[src/rtl/mips32_mem_arbiter.sv]
// Arbiter sharing one single-ported synchronous memory between IF fetch and MEM data access.
// Optional fetch starvation guard enabled by defining MIPS32_ARB_STARVE_GUARD_EN.
module mips32_mem_arbiter #(
    parameter int ADDR_W     = 10,
    parameter int DATA_W     = 32,
    parameter int STARVE_MAX = 4
) (
    input  logic              clk,
    input  logic              rst_n,
    input  logic              if_req,
    input  logic [ADDR_W-1:0] if_addr,
    output logic              if_gnt,
    output logic              if_rvalid,
    output logic [DATA_W-1:0] if_rdata,
    input  logic              d_req,
    input  logic              d_we,
    input  logic [ADDR_W-1:0] d_addr,
    input  logic [DATA_W-1:0] d_wdata,
    output logic              d_gnt,
    output logic              d_rvalid,
    output logic [DATA_W-1:0] d_rdata,
    input  logic              halted,
    output logic              mem_en,
    output logic              mem_we,
    output logic [ADDR_W-1:0] mem_addr,
    output logic [DATA_W-1:0] mem_wdata,
    input  logic [DATA_W-1:0] mem_rdata
);

    typedef enum logic [1:0] {
        IDLE,
        GRANT,
        RESP
    } state_t;

    state_t state;
    state_t state_next;

    logic arb_ok;
    logic if_elig;
    logic force_fetch;
    logic pick_d;
    logic pick_if;
    logic cur_fetch;
    logic cur_read;

    if (STARVE_MAX < 1) begin : g_bad_starve_max
        $error("STARVE_MAX must be at least 1");
    end

    // Arbitration is only legal outside GRANT, giving one access every two cycles.
    always_comb begin
        arb_ok  = (state != GRANT);
        if_elig = if_req & ~halted;
        pick_d  = arb_ok & d_req & ~force_fetch;
        pick_if = arb_ok & if_elig & ~pick_d;
    end

`ifdef MIPS32_ARB_STARVE_GUARD_EN
    localparam int CNT_W = $clog2(STARVE_MAX + 1);

    logic [CNT_W-1:0] starve_cnt;

    // Counts data grants that overtook an eligible waiting fetch.
    always_ff @(posedge clk or negedge rst_n) begin
        if (!rst_n) begin
            starve_cnt <= '0;
        end else if (!if_req || pick_if) begin
            starve_cnt <= '0;
        end else if (pick_d && !halted) begin
            starve_cnt <= starve_cnt + CNT_W'(1);
        end
    end

    assign force_fetch = if_elig && (starve_cnt == CNT_W'(STARVE_MAX));
`else
    assign force_fetch = 1'b0;
`endif

    always_ff @(posedge clk or negedge rst_n) begin
        if (!rst_n) begin
            state <= IDLE;
        end else begin
            state <= state_next;
        end
    end

    always_comb begin
        state_next = state;
        case (state)
            IDLE:    if (pick_d || pick_if) state_next = GRANT;
            GRANT:   state_next = RESP;
            RESP:    state_next = (pick_d || pick_if) ? GRANT : IDLE;
            default: state_next = IDLE;
        endcase
    end

    // Command outputs are only loaded on entry to GRANT, so they self-clear in every other cycle.
    always_ff @(posedge clk or negedge rst_n) begin
        if (!rst_n) begin
            if_gnt    <= 1'b0;
            d_gnt     <= 1'b0;
            mem_en    <= 1'b0;
            mem_we    <= 1'b0;
            mem_addr  <= '0;
            mem_wdata <= '0;
            cur_fetch <= 1'b0;
            cur_read  <= 1'b0;
            if_rvalid <= 1'b0;
            d_rvalid  <= 1'b0;
            if_rdata  <= '0;
            d_rdata   <= '0;
        end else begin
            if_gnt    <= pick_if;
            d_gnt     <= pick_d;
            mem_en    <= pick_d | pick_if;
            mem_we    <= pick_d & d_we;
            mem_addr  <= pick_d ? d_addr : (pick_if ? if_addr : '0);
            mem_wdata <= pick_d ? d_wdata : '0;
            if (pick_d || pick_if) begin
                cur_fetch <= pick_if;
                cur_read  <= pick_if | ~d_we;
            end
            if_rvalid <= (state == RESP) && cur_read && cur_fetch;
            d_rvalid  <= (state == RESP) && cur_read && !cur_fetch;
            if ((state == RESP) && cur_read && cur_fetch) begin
                if_rdata <= mem_rdata;
            end
            if ((state == RESP) && cur_read && !cur_fetch) begin
                d_rdata <= mem_rdata;
            end
        end
    end

endmodule

[config.mk]
export PLATFORM = sky130hd
export DESIGN_NAME = mips32_mem_arbiter
export DESIGN_NICKNAME = d
export VERILOG_FILES = /design/src/rtl/mips32_mem_arbiter.sv
export SDC_FILE = /design/constraint.sdc
export NUM_CORES = 1
export LEC_CHECK = 0
export BUFFER_PORTS_ARGS = -buffer_cell sky130_fd_sc_hd__clkbuf_2
export CAP_MARGIN = 20
export CORE_MARGIN = 2
export CORE_UTILIZATION = 49
export DETAILED_ROUTE_END_ITERATION = 8
export GPL_TIMING_DRIVEN = 0
export PLACE_DENSITY = 0.84
export SETUP_SLACK_MARGIN = 0.5
export SLEW_MARGIN = 25
export SYNTH_ARGS = -nofsm -noshare
export SYNTH_HDL_FRONTEND = slang
export SYNTH_SLANG_ARGS = --single-unit
export TNS_END_PERCENT = 100
[constraint.sdc]
create_clock -name clk -period 3.7 [get_ports clk]
set_clock_uncertainty 0.2 [all_clocks]
set_input_delay 0.185 -clock clk [delete_from_list [all_inputs] [get_ports clk]]
set_output_delay 0.185 -clock clk [all_outputs]
set_load 0.02 [all_outputs]
==> results.rst, run 1 <==
.. list-table::
   :header-rows: 1

   * - Metric
     - Value
   * - Outcome
     - finished, final reports clean
   * - Antenna violations before repair
     - 0
   * - Overall routed net length
     - 13100 um
   * - Minimum clock period after layout
     - 2.26 ns
   * - Internal
     - 0.00346 W
   * - Placer's final routability congestion estimate
     - 0.730
   * - Net count after synthesis
     - 340
   * - Number of cell instances on the worst register-to-register path
     - 6
   * - Filler Cell Count
     - 401
   * - Combined buffer and inverter count along the critical path
     - 3
   * - Sum Neg Setup Slack
     - 0 ns
   * - Die X-Extent
     - 97.1 um
   * - Ports
     - 202
   * - # setup viols final
     - 0
   * - Port Buffer Count
     - 201
   * - Crit-path leading delay family
     - buffers and inverters
   * - Largest fanout of any net on the critical path
     - 10
   * - Largest net degree at the start of global routing
     - 63
   * - Critical path data arrival time
     - 2.49 ns
   * - Multi-input gate area
     - 1220 sq um
   * - RSZ-0062 raised after global routing
     - no
   * - Most common cell type on the critical path
     - sky130_fd_sc_hd__buf_2
   * - Met3 Use GR
     - 10.1%
   * - Fmax achieved
     - 0.442 GHz
   * - Number of design rule violations left after detail routing
     - 0
   * - Height of the die
     - 97.1 um
   * - Violation count after the first detailed-routing iteration
     - 116
   * - Share of total power in combinational logic
     - 32.5%
   * - Number of flip-flops and latches in the synthesized netlist
     - 116
   * - Detailed-routing iteration count for the pre-antenna-repair pass
     - 4
   * - Clock share of power
     - 30.4%
   * - Number of inserted diodes
     - 0
   * - Post-CTS Repair Setup Buffers
     - 0
   * - Number of cells produced by synthesis
     - 250
   * - Wire length per cell
     - 19.3 um
   * - Slew @ Worst Pin
     - 0.464 ns
   * - Area share of the largest cell type after synthesis
     - 68.4%
   * - Hold WC Path Type
     - in -> async
   * - Mean number of vias per cell
     - 4.98
   * - Worst Path Required
     - 3.93 ns
   * - Met1 capacity usage during global routing
     - 32.8%
   * - Critical path startpoint category
     - flop
   * - Post-synthesis cell type with the largest combined area
     - sky130_fd_sc_hd__dfrtp_1
   * - Critical path's largest stage delay
     - 0.59 ns
   * - Root buffer cell
     - sky130_fd_sc_hd__clkbuf_8
   * - Placement row count
     - 33
   * - Ordered cell list for the critical path
     - and2b_1 > buf_2 > nor2_4 > buf_2 > a22o_1 > dlygate4sd3_1
   * - Clock tree from TritonCTS
     - built
   * - Number of max-cap violations
     - 0
   * - Most frequent standard cell in the layout excluding fill and tap cells
     - sky130_fd_sc_hd__clkbuf_2
   * - Clock latency of the later-clocked register in the worst-skew pair
     - 0.50 ns
   * - Fraction of power consumed by sequential logic
     - 37.0%
   * - Place WS
     - 2.03 ns
   * - Placed inst area
     - 5420 sq um
   * - Distinct cell type count after synthesis
     - 22
   * - Share of final-layout standard cells stronger than drive strength 1
     - 54.4%
   * - Number of global-route vias before repair
     - 3786
   * - Reg-to-reg critical path endpoint
     - mem_addr[4]
   * - Average cell area after synthesis
     - 17.0 sq um
   * - R2R Path Start
     - state[0]
   * - Total Die Area
     - 9430 sq um
   * - Leading cell types in the layout, fill and taps excluded
     - sky130_fd_sc_hd__clkbuf_2 (202), sky130_fd_sc_hd__dfrtp_1 (116), sky130_fd_sc_hd__dlygate4sd3_1 (89)
   * - Part of the Yosys area used for sequential elements
     - 68.4%
   * - Final non-filler cell area
     - 6880 sq um
   * - Post-DP HPWL
     - 6960 um
   * - Synth-to-Final Area Change
     - 62.1%
   * - Met2 Usage GRT
     - 50.3%
   * - Setup CP Type
     - reg -> reg
   * - Cts bufs inserted
     - 17
   * - Static power due to leakage
     - 3.55 nW
   * - Top cells by area, synth
     - sky130_fd_sc_hd__dfrtp_1 (68%), sky130_fd_sc_hd__mux2_4 (10%), sky130_fd_sc_hd__mux2_2 (9.3%), sky130_fd_sc_hd__and2_1 (4.9%), sky130_fd_sc_hd__a22o_1 (2.1%)
   * - Power density relative to cell area
     - 755 nW/um^2
   * - Slowest stage cell on the critical path
     - sky130_fd_sc_hd__dlygate4sd3_1
   * - Total grt overflow
     - 0
   * - Largest vdd supply drop
     - 457 uV
   * - Power spent charging and discharging nets
     - 0.00173 W
   * - Minimum setup slack among reg-to-reg paths
     - 1.44 ns
   * - Total number of clock tree sinks
     - 116
   * - Antenna-violating nets left
     - 0
   * - Post-CTS sizing
     - 0
   * - Combined global-route utilization of all metal layers
     - 28.9%
   * - Post-route fraction of the period consumed by the critical path
     - 61.1%
   * - Storage cell area
     - 2900 sq um
   * - Global route hottest layer
     - met2
   * - Net switching share of the total power
     - 33.3%
   * - Vias post-DR
     - 3369
   * - Kind of end point of the critical path
     - flop
   * - Origin of the worst setup path
     - state[0]
   * - Cell area after synthesis
     - 4250 sq um
   * - CTS H-tree lvls
     - 4
   * - Clock slew at reported path FFs
     - 0.06 ns
   * - Largest buffer count on any clock path
     - 2
   * - Final worst-path setup slack
     - 1.44 ns
   * - Final Max Slew Viols
     - 0
   * - Final hold violation count
     - 0
   * - Synth Warn #
     - 0
   * - Number of nets in the layout
     - 650
   * - Worst slew slack as a fraction of its limit
     - 69.1%
   * - Core area
     - 8300 sq um
   * - Initial cell density of the core
     - 51.2%
   * - Wire length of the first global-routing pass
     - 20700 um
## power by group through the flow
stage / logic [W] / clock network (W) / registers, W
after detailed placement: 0.00158 / 0 / 0.00190
after floorplan: 0.000491 / 0 / 0.00237
after global placement: 0.00153 / 0 / 0.00188
after CTS: 0.00166 / 0.00161 / 0.00189
after global routing: 0.00178 / 0.00168 / 0.00196
final: 0.00169 / 0.00158 / 0.00192
## sequential cells by signal, indices dropped and copies added (netlist names)
signal,count
d_rvalid,1
mem_en,1
cur_fetch,1
cur_read,1
d_rdata,32
if_rvalid,1
d_gnt,1
state,2
if_gnt,1
mem_we,1
if_rdata,32
mem_wdata,32
mem_addr,10
## worst max path at each step
stage,end,depth (start not counted)
2_1_floorplan,d_rdata[10],5
3_3_place_gp,mem_wdata[10],1
3_5_place_dp,if_rdata[24],4
4_1_cts,mem_addr[8],6
5_1_grt,mem_addr[6],6
6_report,mem_addr[4],6
## synthesized netlist by cell type (all sizes together)
master	n
nand2b	1
and3b	1
and2	33
buf	11
clkbuf	2
a21oi	2
nor2	2
nor3	1
a22o	10
inv	2
nand3	1
mux2	64
nor2b	1
and2b	1
a2bb2oi	1
dfrtp	116
o22a	1
## layer usage
layer  vias to the layer above  wire [um]
met5                         -          0
met4                         0        349
met3                        30        987
met2                       179       6860
met1                      1685       4870
li1                       1475          -
## through the flow
step                hold WS, ns  cells  util (%)  power [W]
floorplan                -0.311    250         -    0.00287
global placement          0.170    556      64.9    0.00341
detailed placement      -0.0145    557      65.3    0.00348
CTS                      0.0143    677      82.9    0.00516
global route             0.0332    677      82.9    0.00542
finish                   0.0107    677      82.9    0.00519
## repair_timing
action,in CTS,in global routing
hold buffers,89,0
hold endpoints to repair,228,0
endpoints found under the setup margin,0,0
## worst register-to-register path, cell delays in order (launching register included)
cell	delay [ns]
sky130_fd_sc_hd__dfrtp_1	0.41
sky130_fd_sc_hd__and2b_1	0.17
sky130_fd_sc_hd__buf_2	0.16
sky130_fd_sc_hd__nor2_4	0.22
sky130_fd_sc_hd__buf_2	0.26
sky130_fd_sc_hd__a22o_1	0.17
sky130_fd_sc_hd__dlygate4sd3_1	0.59
## layout make-up
cell class | count | share of cell area [%]
Sequential cell | 116 | 42.2
Timing Repair Buffer | 291 | 28.1
Multi-Input combinational cell | 119 | 17.7
Clock buffer | 21 | 6.38
Clock inverter | 10 | 1.93
Tap cell | 105 | 1.91
Buffer | 13 | 1.73
Inverter | 2 | 0.109
## cell families (layout without fill, tap and decap cells)
kind of cell,after synthesis,in the layout,share of synthesized area (%)
AOI/OAI and AO/OA,14,14,2.71
buffers and inverters,15,337,2.98
DFF,116,116,68.4
muxes,64,64,19.5
and+or+nand+nor,41,41,6.42
Note: power is estimated with default switching activity, not from simulation.
==> run 2: changes to the inputs <==
--- a/config.mk
+++ b/config.mk
@@ -8,10 +8,10 @@
 export BUFFER_PORTS_ARGS = -buffer_cell sky130_fd_sc_hd__clkbuf_2
 export CAP_MARGIN = 20
 export CORE_MARGIN = 2
-export CORE_UTILIZATION = 49
+export CORE_UTILIZATION = 41
 export DETAILED_ROUTE_END_ITERATION = 8
 export GPL_TIMING_DRIVEN = 0
-export PLACE_DENSITY = 0.84
+export PLACE_DENSITY = 0.75
 export SETUP_SLACK_MARGIN = 0.5
 export SLEW_MARGIN = 25
 export SYNTH_ARGS = -nofsm -noshare
==> constraint.sdc (replaced) <==
create_clock -name clk -period 2 [get_ports clk]
set_clock_uncertainty 0.2 [all_clocks]
set_input_delay 0.1 -clock clk [delete_from_list [all_inputs] [get_ports clk]]
set_output_delay 0.1 -clock clk [all_outputs]
set_load 0.02 [all_outputs]
==> run 2 against run 1 <==
Net effect:
- the run now ends with negative hold slack left
- cell count increased by 7.2%
- via count decreased by 0.36%
- core utilization fell by 11 points
- hold slack got worse by 0.084 ns
- routed wire length down 7.3%
- largest cell class unchanged
- fmax up 37%
==> results.rst, run 2 (synthesis gave the netlist of run 1 again) <==
.. list-table::
   :header-rows: 1

   * - Metric
     - Value
   * - Outcome
     - finished, violations left (was finished, final reports clean)
   * - Violated checks
     - negative hold slack
   * - Worst slew slack as a fraction of its limit
     - 65.6% (was 69.1%)
   * - Internal
     - 0.00645 W (was 0.00346 W)
   * - Power density relative to cell area
     - 1310 nW/um^2 (was 755 nW/um^2)
   * - Number of design rule violations left after detail routing
     - 0 (unchanged)
   * - Setup CP Type
     - reg -> reg (unchanged)
   * - Static power due to leakage
     - 3.74 nW (was 3.55 nW)
   * - Fmax achieved
     - 0.607 GHz (was 0.442 GHz)
   * - Initial cell density of the core
     - 41.7% (was 51.2%)
   * - Fraction of power consumed by sequential logic
     - 36.7% (was 37.0%)
   * - Cts bufs inserted
     - 17 (unchanged)
   * - Total number of clock tree sinks
     - 116 (unchanged)
   * - # setup viols final
     - 0 (unchanged)
   * - Wire length of the first global-routing pass
     - 18200 um (was 20700 um)
   * - Height of the die
     - 106 um (was 97.1 um)
   * - Clock share of power
     - 30.1% (was 30.4%)
   * - Number of max-cap violations
     - 0 (unchanged)
   * - Post-DP HPWL
     - 6460 um (was 6960 um)
   * - Slew @ Worst Pin
     - 0.515 ns (was 0.464 ns)
   * - Largest net degree at the start of global routing
     - 64 (was 63)
   * - Critical path startpoint category
     - flop (unchanged)
   * - Largest fanout of any net on the critical path
     - 10 (unchanged)
   * - Minimum setup slack among reg-to-reg paths
     - 0.35 ns (was 1.44 ns)
   * - Final Hold Slack
     - -0.0737 ns (was 0.0107 ns)
   * - Multi-input gate area
     - 1300 sq um (was 1220 sq um)
   * - Timing endpoint of the critical path
     - d_rdata[29] (was mem_addr[4])
   * - Most frequent standard cell in the layout excluding fill and tap cells
     - sky130_fd_sc_hd__clkbuf_2 (unchanged)
   * - Die X-Extent
     - 106 um (was 97.1 um)
   * - Net switching share of the total power
     - 32.6% (was 33.3%)
   * - Reg-to-reg critical path endpoint
     - d_rdata[29] (was mem_addr[4])
   * - Clock tree from TritonCTS
     - built (unchanged)
   * - Port Buffer Count
     - 201 (unchanged)
   * - Minimum clock period after layout
     - 1.65 ns (was 2.26 ns)
   * - Origin of the worst setup path
     - state[0] (unchanged)
   * - Number of nets in the layout
     - 667 (was 650)
   * - Number of global-route vias before repair
     - 3782 (was 3786)
   * - R2R Path Start
     - state[0] (unchanged)
   * - Mean number of vias per cell
     - 4.62 (was 4.98)
   * - Leading cell types in the layout, fill and taps excluded
     - sky130_fd_sc_hd__clkbuf_2 (200), sky130_fd_sc_hd__dfrtp_1 (116), sky130_fd_sc_hd__dlygate4sd3_1 (89) (was sky130_fd_sc_hd__clkbuf_2 (202), sky130_fd_sc_hd__dfrtp_1 (116), sky130_fd_sc_hd__dlygate4sd3_1 (89))
   * - Hold WC Path Type
     - in -> async (unchanged)
   * - Power spent charging and discharging nets
     - 0.00312 W (was 0.00173 W)
   * - Power after layout
     - 0.00958 W (was 0.00519 W)
   * - Worst Path Required
     - 2.19 ns (was 3.93 ns)
   * - Core area
     - 10200 sq um (was 8300 sq um)
   * - Kind of end point of the critical path
     - flop (unchanged)
   * - Placer's final routability congestion estimate
     - 0.698 (was 0.730)
   * - Share of total power in combinational logic
     - 33.1% (was 32.5%)
   * - Largest vdd supply drop
     - 709 uV (was 457 uV)
   * - Placement row count
     - 37 (was 33)
   * - Wire length per cell
     - 16.7 um (was 19.3 um)
   * - Clock slew at reported path FFs
     - 0.06 ns (about the same)
   * - Detailed-routing iteration count for the pre-antenna-repair pass
     - 4 (unchanged)
   * - CTS H-tree lvls
     - 4 (unchanged)
   * - Ports
     - 202 (unchanged)
   * - RSZ-0062 raised after global routing
     - yes (was no)
   * - Number of cell instances on the worst register-to-register path
     - 5 (was 6)
   * - Synth-to-Final Area Change
     - 72.0% (was 62.1%)
   * - Total grt overflow
     - 0 (unchanged)
   * - Post-route fraction of the period consumed by the critical path
     - 82.4% (was 61.1%)
   * - Storage cell area
     - 2900 sq um (unchanged)
   * - Root buffer cell
     - sky130_fd_sc_hd__clkbuf_8 (unchanged)
   * - Number of inserted diodes
     - 0 (unchanged)
   * - Critical path data arrival time
     - 1.84 ns (was 2.49 ns)
   * - Largest buffer count on any clock path
     - 2 (unchanged)
   * - Clock latency of the later-clocked register in the worst-skew pair
     - 0.51 ns (was 0.50 ns)
   * - Registers with the most flip-flops
     - d_rdata x32, if_rdata x32, mem_wdata x32 (unchanged)
   * - Antenna violations before repair
     - 0 (unchanged)
   * - Overall routed net length
     - 12100 um (was 13100 um)
   * - Share of final-layout standard cells stronger than drive strength 1
     - 60.3% (was 54.4%)
   * - Filler Cell Count
     - 653 (was 401)
   * - Vias post-DR
     - 3357 (was 3369)
   * - Final Max Slew Viols
     - 0 (unchanged)
   * - Violation count after the first detailed-routing iteration
     - 107 (was 116)
   * - Final hold violation count
     - 62 (was 0)
   * - Antenna-violating nets left
     - 0 (unchanged)
   * - Combined global-route utilization of all metal layers
     - 21.4% (was 28.9%)
   * - Sum Neg Setup Slack
     - 0 ns (unchanged)
   * - Total Die Area
     - 11200 sq um (was 9430 sq um)
-- run 2: cell types whose count changed in the layout (fill, tap and decap cells not counted), sizes merged --
cell / previous run / this run
buf: 12 / 27
clkbuf: 224 / 228
bufinv: 3 / 2
-- run 2: cell type report --
| cell class | instances | area share, % |
|---|---|---|
| clock buffer | 23 | 6.39 |
| tap | 136 | 2.33 |
| buffer | 13 | 2.62 |
| timing repair buffer | 308 | 29.6 |
| multi-input combinational | 119 | 17.8 |
| sequential | 116 | 39.7 |
| inverter | 2 | 0.103 |
| clock inverter | 9 | 1.40 |
-- run 2: worst min path at each step --
stage,from,to,slack (ns),depth (start not counted)
final,rst_n,if_rdata[18],-0.07,2
after global routing,rst_n,d_rdata[20],-0.05,2
after global placement,d_we,cur_read,0.09,2
after floorplan,rst_n,cur_fetch,-0.40,0
after CTS,rst_n,if_rdata[17],-0.06,2
after detailed placement,rst_n,d_rdata[21],-0.08,1
-- run 2: power by group through the flow --
| stage | clock, W | combinational [W] | sequential [W] |
|---|---|---|---|
| floorplan | 0 | 0.000909 | 0.00439 |
| global route | 0.00308 | 0.00337 | 0.00360 |
| CTS | 0.00294 | 0.00307 | 0.00349 |
| detailed placement | 0 | 0.00290 | 0.00351 |
| global placement | 0 | 0.00285 | 0.00347 |
| finish | 0.00289 | 0.00317 | 0.00352 |
-- run 2: layer usage --
| metal | GRT usage, % | part of all wire, % | vias to the layer above |
|---|---|---|---|
| li1 | - | - | 1511 |
| met1 | 23.1 | 38 | 1677 |
| met2 | 37.6 | 54 | 154 |
| met3 | 7.42 | 6.8 | 15 |
| met4 | 9.96 | 1.6 | 0 |
| met5 | 0 | 0 | - |
-- run 2: per-stage QoR --
step           setup WS, ns  instance area [sq um]  util, %  instances
5_1_grt               0.300                   7310     71.7        726
2_1_floorplan         0.436                   4250        -        250
3_5_place_dp          0.294                   5460     53.6        588
6_report              0.353                   7310     71.7        726
4_1_cts               0.352                   7040     69.1        716
3_3_place_gp         -0.907                   5420     53.2        587
-- run 2: timing repair --
item,in CTS,in global routing
hold buffers,89,1
setup buffers,6,4
hold endpoints to repair,229,65
gates resized for setup,19,45
endpoints found under the setup margin,103,110
pin swaps,2,26
gates cloned,1,6
-- run 2: worst max-delay path, stage by stage, from the launching register on --
cell and delay [ns]:
sky130_fd_sc_hd__dfrtp_1 0.42, sky130_fd_sc_hd__nor2b_4 0.12, sky130_fd_sc_hd__and3b_1 0.17, sky130_fd_sc_hd__buf_6 0.15, sky130_fd_sc_hd__buf_12 0.15, sky130_fd_sc_hd__mux2_4 0.31
